**src/rtl/cpu_defs_pkg.sv**
```systemverilog
// Shared opcode, state and control-code definitions for the multicycle CPU.
// The register file, ALU and datapath top decode the same codes.
package cpu_defs_pkg;

   localparam logic [5:0]
      OP_ADD  = 6'b000000, OP_SUB  = 6'b000001, OP_ADDIU = 6'b000010,
      OP_AND  = 6'b010000, OP_ANDI = 6'b010001, OP_ORI   = 6'b010010, OP_XORI = 6'b010011,
      OP_SLL  = 6'b011000, OP_SLTI = 6'b100110, OP_SLT   = 6'b100111,
      OP_SW   = 6'b110000, OP_LW   = 6'b110001,
      OP_BEQ  = 6'b110100, OP_BNE  = 6'b110101, OP_BLTZ  = 6'b110110,
      OP_J    = 6'b111000, OP_JR   = 6'b111001, OP_JAL   = 6'b111010,
      OP_HALT = 6'b111111;

   typedef enum logic [2:0] {
      S_IF     = 3'b000,
      S_ID     = 3'b001,
      S_EXE_LS = 3'b010,
      S_MEM    = 3'b011,
      S_WB_LD  = 3'b100,
      S_EXE_BR = 3'b101,
      S_EXE_AL = 3'b110,
      S_WB_AL  = 3'b111
   } state_t;

   localparam logic [2:0]
      ALU_ADD = 3'b000, ALU_SUB = 3'b001, ALU_SLL = 3'b010, ALU_OR  = 3'b011,
      ALU_AND = 3'b100, ALU_SLTU = 3'b101, ALU_SLT = 3'b110, ALU_XOR = 3'b111;

   localparam logic [1:0] PC_NEXT = 2'b00, PC_BRANCH = 2'b01, PC_RS = 2'b10, PC_JUMP = 2'b11;
   localparam logic [1:0] RD_RA = 2'b00, RD_RT = 2'b01, RD_RD = 2'b10;

   typedef struct packed {
      logic       pc_wre;
      logic       ir_wre;
      logic       ins_mem_rw;
      logic       ext_sel;
      logic       alu_src_a;
      logic       alu_src_b;
      logic [2:0] alu_op;
      logic       m_rd;
      logic       m_wr;
      logic       db_data_src;
      logic       reg_wre;
      logic [1:0] reg_dst;
      logic       wr_reg_d_src;
      logic [1:0] pc_src;
   } ctrl_t;

   function automatic logic is_alu_imm(input logic [5:0] op);
      return op inside {OP_ADDIU, OP_ANDI, OP_ORI, OP_XORI, OP_SLTI};
   endfunction

   function automatic logic is_alu(input logic [5:0] op);
      return is_alu_imm(op) || (op inside {OP_ADD, OP_SUB, OP_AND, OP_SLL, OP_SLT});
   endfunction

   function automatic logic is_branch(input logic [5:0] op);
      return op inside {OP_BEQ, OP_BNE, OP_BLTZ};
   endfunction

   // Unknown opcodes retire in ID exactly like a jump without a PC change.
   function automatic logic is_ends_in_id(input logic [5:0] op);
      return !(is_alu(op) || is_branch(op) || op inside {OP_LW, OP_SW, OP_HALT});
   endfunction

   function automatic logic [2:0] alu_op_of(input logic [5:0] op);
      case (op)
         OP_SUB, OP_BEQ, OP_BNE, OP_BLTZ: return ALU_SUB;
         OP_SLL:                          return ALU_SLL;
         OP_ORI:                          return ALU_OR;
         OP_AND, OP_ANDI:                 return ALU_AND;
         OP_SLT, OP_SLTI:                 return ALU_SLT;
         OP_XORI:                         return ALU_XOR;
         default:                         return ALU_ADD;
      endcase
   endfunction

endpackage

```
**src/rtl/multicycle_control_unit_if.sv**
```systemverilog
// Control-unit <-> datapath bundle: IR/ALU flags in, strobes and debug state out.
interface multicycle_control_unit_if #(parameter int CNT_W = 32);
   logic [5:0]       opcode;
   logic             zero, sign;
   logic             PCWre, IRWre, InsMemRW, ExtSel, ALUSrcA, ALUSrcB;
   logic [2:0]       ALUOp;
   logic             mRD, mWR, DBDataSrc, RegWre, WrRegDSrc;
   logic [1:0]       RegDst, PCSrc;
   logic [2:0]       state;
   logic [CNT_W-1:0] instr_count;

   modport master (
      input  opcode, zero, sign,
      output PCWre, IRWre, InsMemRW, ExtSel, ALUSrcA, ALUSrcB, ALUOp,
             mRD, mWR, DBDataSrc, RegWre, RegDst, WrRegDSrc, PCSrc, state, instr_count
   );

   modport slave (
      output opcode, zero, sign,
      input  PCWre, IRWre, InsMemRW, ExtSel, ALUSrcA, ALUSrcB, ALUOp,
             mRD, mWR, DBDataSrc, RegWre, RegDst, WrRegDSrc, PCSrc, state, instr_count
   );
endinterface

```
**src/rtl/control_decode.sv**
```systemverilog
// Combinational control word from (state, opcode, zero, sign).
module control_decode
   import cpu_defs_pkg::*;
(
   input  state_t     state,
   input  logic [5:0] opcode,
   input  logic       zero,
   input  logic       sign,
   output ctrl_t      cw
);
   logic taken;

   always_comb begin
      cw    = '0;
      taken = (opcode == OP_BEQ && zero) || (opcode == OP_BNE && !zero) ||
              (opcode == OP_BLTZ && sign);

      // IF only fetches; the IR still holds the previous opcode there.
      if (state == S_IF) begin
         cw.ins_mem_rw = 1'b1;
         cw.ir_wre     = 1'b1;
      end else begin
         cw.ext_sel   = is_branch(opcode) || (opcode inside {OP_ADDIU, OP_SLTI, OP_LW, OP_SW});
         cw.alu_src_b = is_alu_imm(opcode) || (opcode inside {OP_LW, OP_SW});
         cw.alu_src_a = (opcode == OP_SLL);
         cw.alu_op    = alu_op_of(opcode);
      end

      case (state)
         S_ID: begin
            cw.pc_wre = is_ends_in_id(opcode);
            if (opcode inside {OP_J, OP_JAL}) cw.pc_src = PC_JUMP;
            else if (opcode == OP_JR)         cw.pc_src = PC_RS;
            if (opcode == OP_JAL) begin
               cw.reg_wre = 1'b1;
               cw.reg_dst = RD_RA;
            end
         end
         S_EXE_BR: begin
            cw.pc_wre = 1'b1;
            cw.pc_src = taken ? PC_BRANCH : PC_NEXT;
         end
         S_MEM: begin
            cw.m_rd        = (opcode == OP_LW);
            cw.m_wr        = (opcode == OP_SW);
            cw.db_data_src = (opcode == OP_LW);
            cw.pc_wre      = (opcode == OP_SW);
         end
         S_WB_LD: begin
            cw.pc_wre       = 1'b1;
            cw.reg_wre      = 1'b1;
            cw.reg_dst      = RD_RT;
            cw.wr_reg_d_src = 1'b1;
            cw.db_data_src  = (opcode == OP_LW);
         end
         S_WB_AL: begin
            cw.pc_wre       = 1'b1;
            cw.reg_wre      = 1'b1;
            cw.reg_dst      = is_alu_imm(opcode) ? RD_RT : RD_RD;
            cw.wr_reg_d_src = 1'b1;
         end
         default: ;
      endcase
   end
endmodule

```
**src/rtl/multicycle_control_unit.sv**
```systemverilog
// Multicycle IF/ID/EXE/MEM/WB sequencer: state register, next-state logic
// and retired-instruction counter around the combinational decoder.
module multicycle_control_unit
   import cpu_defs_pkg::*;
#(
   parameter int CNT_W = 32
) (
   input logic                 CLK,
   input logic                 Reset,
   multicycle_control_unit_if.master bus
);
   state_t           st;
   ctrl_t            cw;
   logic [CNT_W-1:0] cnt;

   control_decode u_dec (
      .state (st),
      .opcode(bus.opcode),
      .zero  (bus.zero),
      .sign  (bus.sign),
      .cw    (cw)
   );

   always_ff @(posedge CLK or posedge Reset) begin
      if (Reset) begin
         st  <= S_IF;
         cnt <= '0;
      end else begin
         if (cw.pc_wre) cnt <= cnt + CNT_W'(1);
         case (st)
            S_IF: st <= S_ID;
            S_ID: begin
               // halt parks in ID with PCWre low until Reset
               if (bus.opcode == OP_HALT)               st <= S_ID;
               else if (is_branch(bus.opcode))          st <= S_EXE_BR;
               else if (bus.opcode inside {OP_LW, OP_SW}) st <= S_EXE_LS;
               else if (is_alu(bus.opcode))             st <= S_EXE_AL;
               else                                     st <= S_IF;
            end
            S_EXE_LS: st <= S_MEM;
            S_MEM:    st <= (bus.opcode == OP_LW) ? S_WB_LD : S_IF;
            S_EXE_AL: st <= S_WB_AL;
            default:  st <= S_IF;
         endcase
      end
   end

   assign bus.PCWre       = cw.pc_wre;
   assign bus.IRWre       = cw.ir_wre;
   assign bus.InsMemRW    = cw.ins_mem_rw;
   assign bus.ExtSel      = cw.ext_sel;
   assign bus.ALUSrcA     = cw.alu_src_a;
   assign bus.ALUSrcB     = cw.alu_src_b;
   assign bus.ALUOp       = cw.alu_op;
   assign bus.mRD         = cw.m_rd;
   assign bus.mWR         = cw.m_wr;
   assign bus.DBDataSrc   = cw.db_data_src;
   assign bus.RegWre      = cw.reg_wre;
   assign bus.RegDst      = cw.reg_dst;
   assign bus.WrRegDSrc   = cw.wr_reg_d_src;
   assign bus.PCSrc       = cw.pc_src;
   assign bus.state       = st;
   assign bus.instr_count = cnt;
endmodule
```
**src/flat_wrapper.sv**
```systemverilog
// flat-port wrapper written by rule: the top's interface ports become plain ports
module multicycle_control_unit_flat import cpu_defs_pkg::*;
#(
   parameter int CNT_W = 32
)
  (CLK, Reset, bus_opcode, bus_zero, bus_sign, bus_PCWre, bus_IRWre, bus_InsMemRW, bus_ExtSel, bus_ALUSrcA, bus_ALUSrcB, bus_ALUOp, bus_mRD, bus_mWR, bus_DBDataSrc, bus_RegWre, bus_RegDst, bus_WrRegDSrc, bus_PCSrc, bus_state, bus_instr_count);
  multicycle_control_unit_if #(.CNT_W(CNT_W)) bus_i ();
  input logic CLK;
  input logic Reset;
  input wire logic [$bits(bus_i.opcode)-1:0] bus_opcode;
  input wire logic [$bits(bus_i.zero)-1:0] bus_zero;
  input wire logic [$bits(bus_i.sign)-1:0] bus_sign;
  output wire logic [$bits(bus_i.PCWre)-1:0] bus_PCWre;
  output wire logic [$bits(bus_i.IRWre)-1:0] bus_IRWre;
  output wire logic [$bits(bus_i.InsMemRW)-1:0] bus_InsMemRW;
  output wire logic [$bits(bus_i.ExtSel)-1:0] bus_ExtSel;
  output wire logic [$bits(bus_i.ALUSrcA)-1:0] bus_ALUSrcA;
  output wire logic [$bits(bus_i.ALUSrcB)-1:0] bus_ALUSrcB;
  output wire logic [$bits(bus_i.ALUOp)-1:0] bus_ALUOp;
  output wire logic [$bits(bus_i.mRD)-1:0] bus_mRD;
  output wire logic [$bits(bus_i.mWR)-1:0] bus_mWR;
  output wire logic [$bits(bus_i.DBDataSrc)-1:0] bus_DBDataSrc;
  output wire logic [$bits(bus_i.RegWre)-1:0] bus_RegWre;
  output wire logic [$bits(bus_i.RegDst)-1:0] bus_RegDst;
  output wire logic [$bits(bus_i.WrRegDSrc)-1:0] bus_WrRegDSrc;
  output wire logic [$bits(bus_i.PCSrc)-1:0] bus_PCSrc;
  output wire logic [$bits(bus_i.state)-1:0] bus_state;
  output wire logic [$bits(bus_i.instr_count)-1:0] bus_instr_count;
  assign bus_i.opcode = bus_opcode;
  assign bus_i.zero = bus_zero;
  assign bus_i.sign = bus_sign;
  assign bus_PCWre = bus_i.PCWre;
  assign bus_IRWre = bus_i.IRWre;
  assign bus_InsMemRW = bus_i.InsMemRW;
  assign bus_ExtSel = bus_i.ExtSel;
  assign bus_ALUSrcA = bus_i.ALUSrcA;
  assign bus_ALUSrcB = bus_i.ALUSrcB;
  assign bus_ALUOp = bus_i.ALUOp;
  assign bus_mRD = bus_i.mRD;
  assign bus_mWR = bus_i.mWR;
  assign bus_DBDataSrc = bus_i.DBDataSrc;
  assign bus_RegWre = bus_i.RegWre;
  assign bus_RegDst = bus_i.RegDst;
  assign bus_WrRegDSrc = bus_i.WrRegDSrc;
  assign bus_PCSrc = bus_i.PCSrc;
  assign bus_state = bus_i.state;
  assign bus_instr_count = bus_i.instr_count;
  multicycle_control_unit #(.CNT_W(CNT_W)) u_core (.CLK(CLK), .Reset(Reset), .bus(bus_i));
endmodule
```
**config.mk**
```make
export PLATFORM = sky130hd
export DESIGN_NAME = multicycle_control_unit_flat
export DESIGN_NICKNAME = d
export VERILOG_FILES = /design/src/rtl/cpu_defs_pkg.sv /design/src/rtl/multicycle_control_unit_if.sv /design/src/rtl/control_decode.sv /design/src/rtl/multicycle_control_unit.sv /design/src/flat_wrapper.sv
export SDC_FILE = /design/constraint.sdc
export NUM_CORES = 1
export LEC_CHECK = 0
export ABC_CLOCK_PERIOD_IN_PS = 5750
export BUFFER_PORTS_ARGS = -buffer_cell sky130_fd_sc_hd__buf_2
export CORE_MARGIN = 10
export CORE_UTILIZATION = 30
export DETAILED_ROUTE_END_ITERATION = 10
export PLACE_DENSITY = 0.56
export REMOVE_ABC_BUFFERS = 1
export SKIP_CTS_REPAIR_TIMING = 1
export SYNTH_ARGS = -nofsm -noshare
export SYNTH_HDL_FRONTEND = slang
export SYNTH_HIERARCHICAL = 1
export SYNTH_SLANG_ARGS = --single-unit
```
**constraint.sdc**
```tcl
create_clock -name CLK -period 5.75 [get_ports CLK]
set_input_delay 0.575 -clock CLK [delete_from_list [all_inputs] [get_ports CLK]]
set_output_delay 0.575 -clock CLK [all_outputs]
set_load 0.02 [all_outputs]
```
[After elaboration in Yosys (flattened, before gate mapping)]
Cells that the tools add are included.
Storage, ports and cells
  input bits: 10
  output and inout port bits: 53
  flip-flop bits (word level): 35
  word-level logic and storage cells: 75
Operators by class
  reductions and logical operators: 27
  mux-type cells: 20
  add/subtract/negate cells: 1
  equal/unequal tests: 25
Operator list (number)
  $eq 6x6->1 const B: 11
  $add 32x1->32 const B: 1
  $eq 6x5->1 const B: 5
  $mux 3: 6
  $pmux 3 s6: 1
  $pmux 3 s5: 1
  $eq 3x3->1 const B: 4
  $mux 2: 5
  $reduce_bool 5->1: 2
  $pmux 3 s3: 1
  $reduce_or 2->1: 4
  $logic_or 1x1->1: 7
  $eq 3x2->1 const B: 2
  $eq 6x1->1 const B: 1
  $eq 6x2->1 const B: 1
  $logic_not 6->1: 1
  $mux 6: 1
  $reduce_bool 3->1: 2
  $pmux 2 s2: 1
  $reduce_bool 2->1: 2
  $reduce_bool 4->1: 1
  $reduce_or 4->1: 1
  $eq 3x1->1 const B: 1
  $logic_and 1x1->1: 3
  other kinds (5): 8

[Logic depth before layout (Yosys ltp)]
  depth after elaboration: 8
  mapped depth: 10
  mapped depth without buffers: 8

[Hierarchy]
The synthesis kept the hierarchy.
By module, submodules not included
  multicycle_control_unit: cells each 163, sequential area each 875.8 um^2, times used 1, area each 1744.2 um^2
  control_decode: cells each 82, sequential area each 0.0 um^2, times used 1, area each 466.7 um^2

[Worst setup path before layout]
Ideal clock, no wire load.
  kind: input -> register
  start point: input port bus_opcode[4]
  end point: register u_core.cnt[10] (netlist: u_core/bus.instr_count[10])
  cell stages on the path: 10
  slack: 2.871 ns
  required time: 5.616 ns
  arrival time: 2.746 ns
  path buffers: 2
  setup time: 0.134 ns
  cells stage by stage: buf_2 inv_1 a21oi_1 a311o_1 o22ai_1 and4_1 and3_2 buf_4 nand3_1 xnor2_1
On the way
  cells in the longest elaborated chain, start to end: 7
  elaborated cells on any way between the ends: 25
  those cells by class: 15 x eq/ne; 1 x mux; 9 x reduce/logical
RTL lines
  from (decl): RTL line flat_wrapper.sv:10  | input wire logic [$bits(bus_i.opcode)-1:0] bus_opcode;
  $eq 6x2->1, or another cell as far along: RTL line cpu_defs_pkg.sv:50  | return op inside {OP_ADDIU, OP_ANDI, OP_ORI, OP_XORI, OP_SLTI};
  $reduce_bool 5->1, on equally long branches: RTL line cpu_defs_pkg.sv:50, cpu_defs_pkg.sv:54
  $logic_or 1x1->1: RTL line cpu_defs_pkg.sv:54  | return is_alu_imm(op) || (op inside {OP_ADD, OP_SUB, OP_AND, OP_SLL, OP_SLT});
  $logic_or 1x1->1 (2 in a row): RTL line cpu_defs_pkg.sv:63  | return !(is_alu(op) || is_branch(op) || op inside {OP_LW, OP_SW, OP_HALT});
  $logic_not 1->1: RTL line cpu_defs_pkg.sv:63
  $pmux 1 s3 *: RTL line control_decode.sv:29  | case (state)
  via bus_PCWre: RTL line flat_wrapper.sv:13  | output wire logic [$bits(bus_i.PCWre)-1:0] bus_PCWre;
  to (signal assigned): RTL line multicycle_control_unit.sv:29  | if (cw.pc_wre) cnt <= cnt + CNT_W'(1);
  to (decl): RTL line multicycle_control_unit.sv:14  | logic [CNT_W-1:0] cnt;
The timed path passes the listed nets; every way through them passes the cells marked *.
A chain may end at the register's enable or synchronous reset.

[Worst setup path in the final report]
  start point: input port bus_opcode[3]
  end point: register u_core.cnt[27] (netlist: u_core/bus.instr_count[27])
On the way
  cells in the longest elaborated chain, start to end: 7
  elaborated cells on any way between the ends: 25
  those cells by class: 15 x eq/ne; 1 x mux; 9 x reduce/logical
RTL lines (RTL line)
  $eq 6x2->1, or another cell as far along: cpu_defs_pkg.sv:50
  $reduce_bool 5->1, on equally long branches: cpu_defs_pkg.sv:50, cpu_defs_pkg.sv:54
  $logic_or 1x1->1: cpu_defs_pkg.sv:54
  $logic_or 1x1->1 (2 in a row): cpu_defs_pkg.sv:63
  $logic_not 1->1: cpu_defs_pkg.sv:63
  $pmux 1 s3 *: control_decode.sv:29
Every way passes the cells marked *; elsewhere a longest branch is shown, timed or not.

==> metrics.md <==
| Metric | Value |
|---|---|
| Outcome | finished clean |
| Residual DRC | 0 |
| Yosys top cell area share | 39.6% |
| Critical path endpoint category | flip-flop |
| Detail Placement HPWL | 4320 µm |
| CTS Buf Count | 5 |
| Fmax | 344 MHz |
| Clk_lat worst skew | 0.28 ns |
| # setup viols final | 0 |
| Global-route wire length before repair | 10100 µm |
| Chip width | 106 µm |
| Total routed wirelength | 5980 µm |
| Setup TNS | 0 ns |
| FF-to-FF Start | u_core/bus.state[2]$_DFF_PP0_ |
| YS warnings | 6 |
| Critical Path RT | 5.92 ns |
| Most frequent cells in the layout | buf_2, dfrtp_1, xnor2_1, nand3_1 |
| IO buf count | 62 |
| Vias in the first global route | 2056 |
| WHS | 0.380 ns |
| Final Util | 37.3% |
| CTS Root Cell | clkbuf_8 |
| Die ar. | 11200 µm² |
| Leading area contributor after synthesis | dfrtp_1 |
| Maximum Capacitance Violations | 0 |
| # fillers | 767 |
| Vias | 2046 |
| Vias/cell | 5.05 |
| Slew Viols, Final | 0 |
| IO Count | 63 |
| Initial antenna violation count | 0 |
| Final hold violation count | 0 |
| Hold WC Path Type | in -> async |
| Initial DRC count | 91 |
| DRT Pass-1 Iters | 4 |
| CP Class | in -> reg |
| Post-synthesis sequential area ratio | 39.6% |
| Clock sinks | 35 |
| Nets | 316 |
| Antenna diodes | 0 |
| Most common cell after layout, fill and taps aside | buf_2 |
| Reg-to-reg slack, setup | 2.91 ns |
| Share of cells above drive strength 1 | 25.5% |
| P&R area growth vs syn | 21.7% |
| R2r endpoint | u_core/bus.instr_count[27]$_DFFE_PP0P_ |
| Die Y | 106 µm |
| Syn avg cell area | 9.02 µm² |
| Largest net degree at the start of global routing | 36 |
| Predominant post-synthesis flop cell | dfrtp_1 |
| Placer Congestion | 0.791 |
| Initial Util | 30.6% |
| Fraction of registers with async set/reset | 100% |
| Post-synthesis instance area | 2210 µm² |
| Seq cells post-synth | 35 |
| Cell row count | 31 |
| Max Fanout on Critical Path | 20 |
| Minimum clock period | 2.91 ns |
| Number of flops mapped to enable cells by yosys | 0 |
| DRT antenna net count | 0 |
| Top cells by area, synth | dfrtp_1, xnor2_1, nand4_1 |
| Pwr per Cell Area | 301 nW/µm² |
| RSZ-0062 raised after global routing | no |
| Period utilization | 50.6% |
| Synthesized instance count | 245 |
| CTS clock-pin slew for the worst setup and hold paths | 0.07 ns |
| Tightest Pin Transition | 0.703 ns |
| Core area | 7210 µm² |
| H-tree levels | 2 |
| Worst Setup Start Kind | primary input |
| Clock Skew | 0.00378 ns |
| Longest Clk Path Bufs | 2 |
| R2r worst-path depth | 8 |
| CP Data Arrival Time | 3.07 ns |
| Routed len/inst | 14.8 µm |
| Maximum vdd drop | 0.177 mV |
| Grt total ovfl | 0 |
| Gr usage total | 10.5% |
| Leakage | 1.28 nW |
| Slew HR | 52.8% |
| Netlist cell types | 51 |
| CTS tree | done |
## Yosys cell counts (2+ instances only)
master	instances
inv_1	12
and3_2	2
nand3_1	18
nor3_1	9
o22ai_1	4
and4_1	2
a21oi_1	12
a211oi_1	2
o21ai_0	6
nand2b_1	4
and3_1	6
nor2_1	17
xor2_1	4
o21a_1	2
buf_4	3
nand4_1	16
nand2_1	17
and2_1	2
nor3b_1	4
buf_2	5
xnor2_1	29
a2bb2oi_1	2
nor2b_1	5
dfrtp_1	35
## worst max-delay path by stage
stage	start	endpoint	depth (start not counted)
after detailed placement	bus_opcode[3]	u_core/bus.instr_count[23]$_DFFE_PP0P_	9
after global placement	bus_opcode[3]	u_core/bus.instr_count[31]$_DFFE_PP0P_	9
final	bus_opcode[3]	u_core/bus.instr_count[27]$_DFFE_PP0P_	9
after global routing	bus_opcode[4]	u_core/bus.instr_count[19]$_DFFE_PP0P_	9
after floorplan	bus_opcode[3]	u_core/bus.instr_count[11]$_DFFE_PP0P_	8
after CTS	bus_opcode[3]	u_core/bus.instr_count[27]$_DFFE_PP0P_	9
## flip-flops by register name, summed over array words and instances, names as in the netlist
signal                  count
u_core/bus.state            3
u_core/bus.instr_count     32
## power breakdown
group,internal (W),switching (W)
combinational,0.000105,0.000183
sequential,0.000276,0.0000521
clock,0.000109,0.0000830
total,0.000490,0.000318
## final cells by class
type,count,area (µm²),share of cell area (%)
Multi-Input combinational cell,188,1230,45.6
Sequential cell,35,876,32.6
Timing Repair Buffer,63,318,11.8
Tap cell,99,124,4.60
Clock buffer,8,100,3.72
Inverter,12,45.0,1.67
## metrics by stage
step / area, µm² / total power (W) / instances / worst slack (ns)
6_report: 2690 / 0.000808 / 405 / 2.84
5_1_grt: 2690 / 0.000867 / 405 / 2.55
4_1_cts: 2690 / 0.000821 / 405 / 2.84
3_5_place_dp: 2590 / 0.000624 / 397 / 2.57
3_3_place_gp: 2590 / 0.000621 / 397 / 2.64
2_1_floorplan: 2150 / 0.000515 / 235 / 3.01
## per-layer routing
metal	track usage, %	wire, µm	vias to the layer above
li1	-	-	1006
met1	13.4	2870	974
met2	16.8	2660	61
met3	3.53	418	5
met4	2.32	32	0
met5	0	0	-
## cell families (layout without fill, tap and decap cells)
family | count (synthesis) | count (layout) | synth area share [%]
AOI/OAI and AO/OA | 42 | 42 | 13.1
xor gates and xnor gates | 33 | 33 | 13.1
adders and majority gates | 1 | 1 | 0.566
buffers and inverters | 22 | 83 | 4.87
DFF | 35 | 35 | 39.6
muxes | 1 | 1 | 0.509
and+or+nand+nor | 111 | 111 | 28.2
## critical path, stage by stage
cell	delay, ns
buf_2	0.22
nand3b_1	0.24
nor3_1	0.30
a31oi_1	0.14
o22ai_1	0.49
and4_1	0.35
and3_1	0.43
nand4_1	0.17
xnor2_1	0.16
Power figures use the tool's default switching activity.
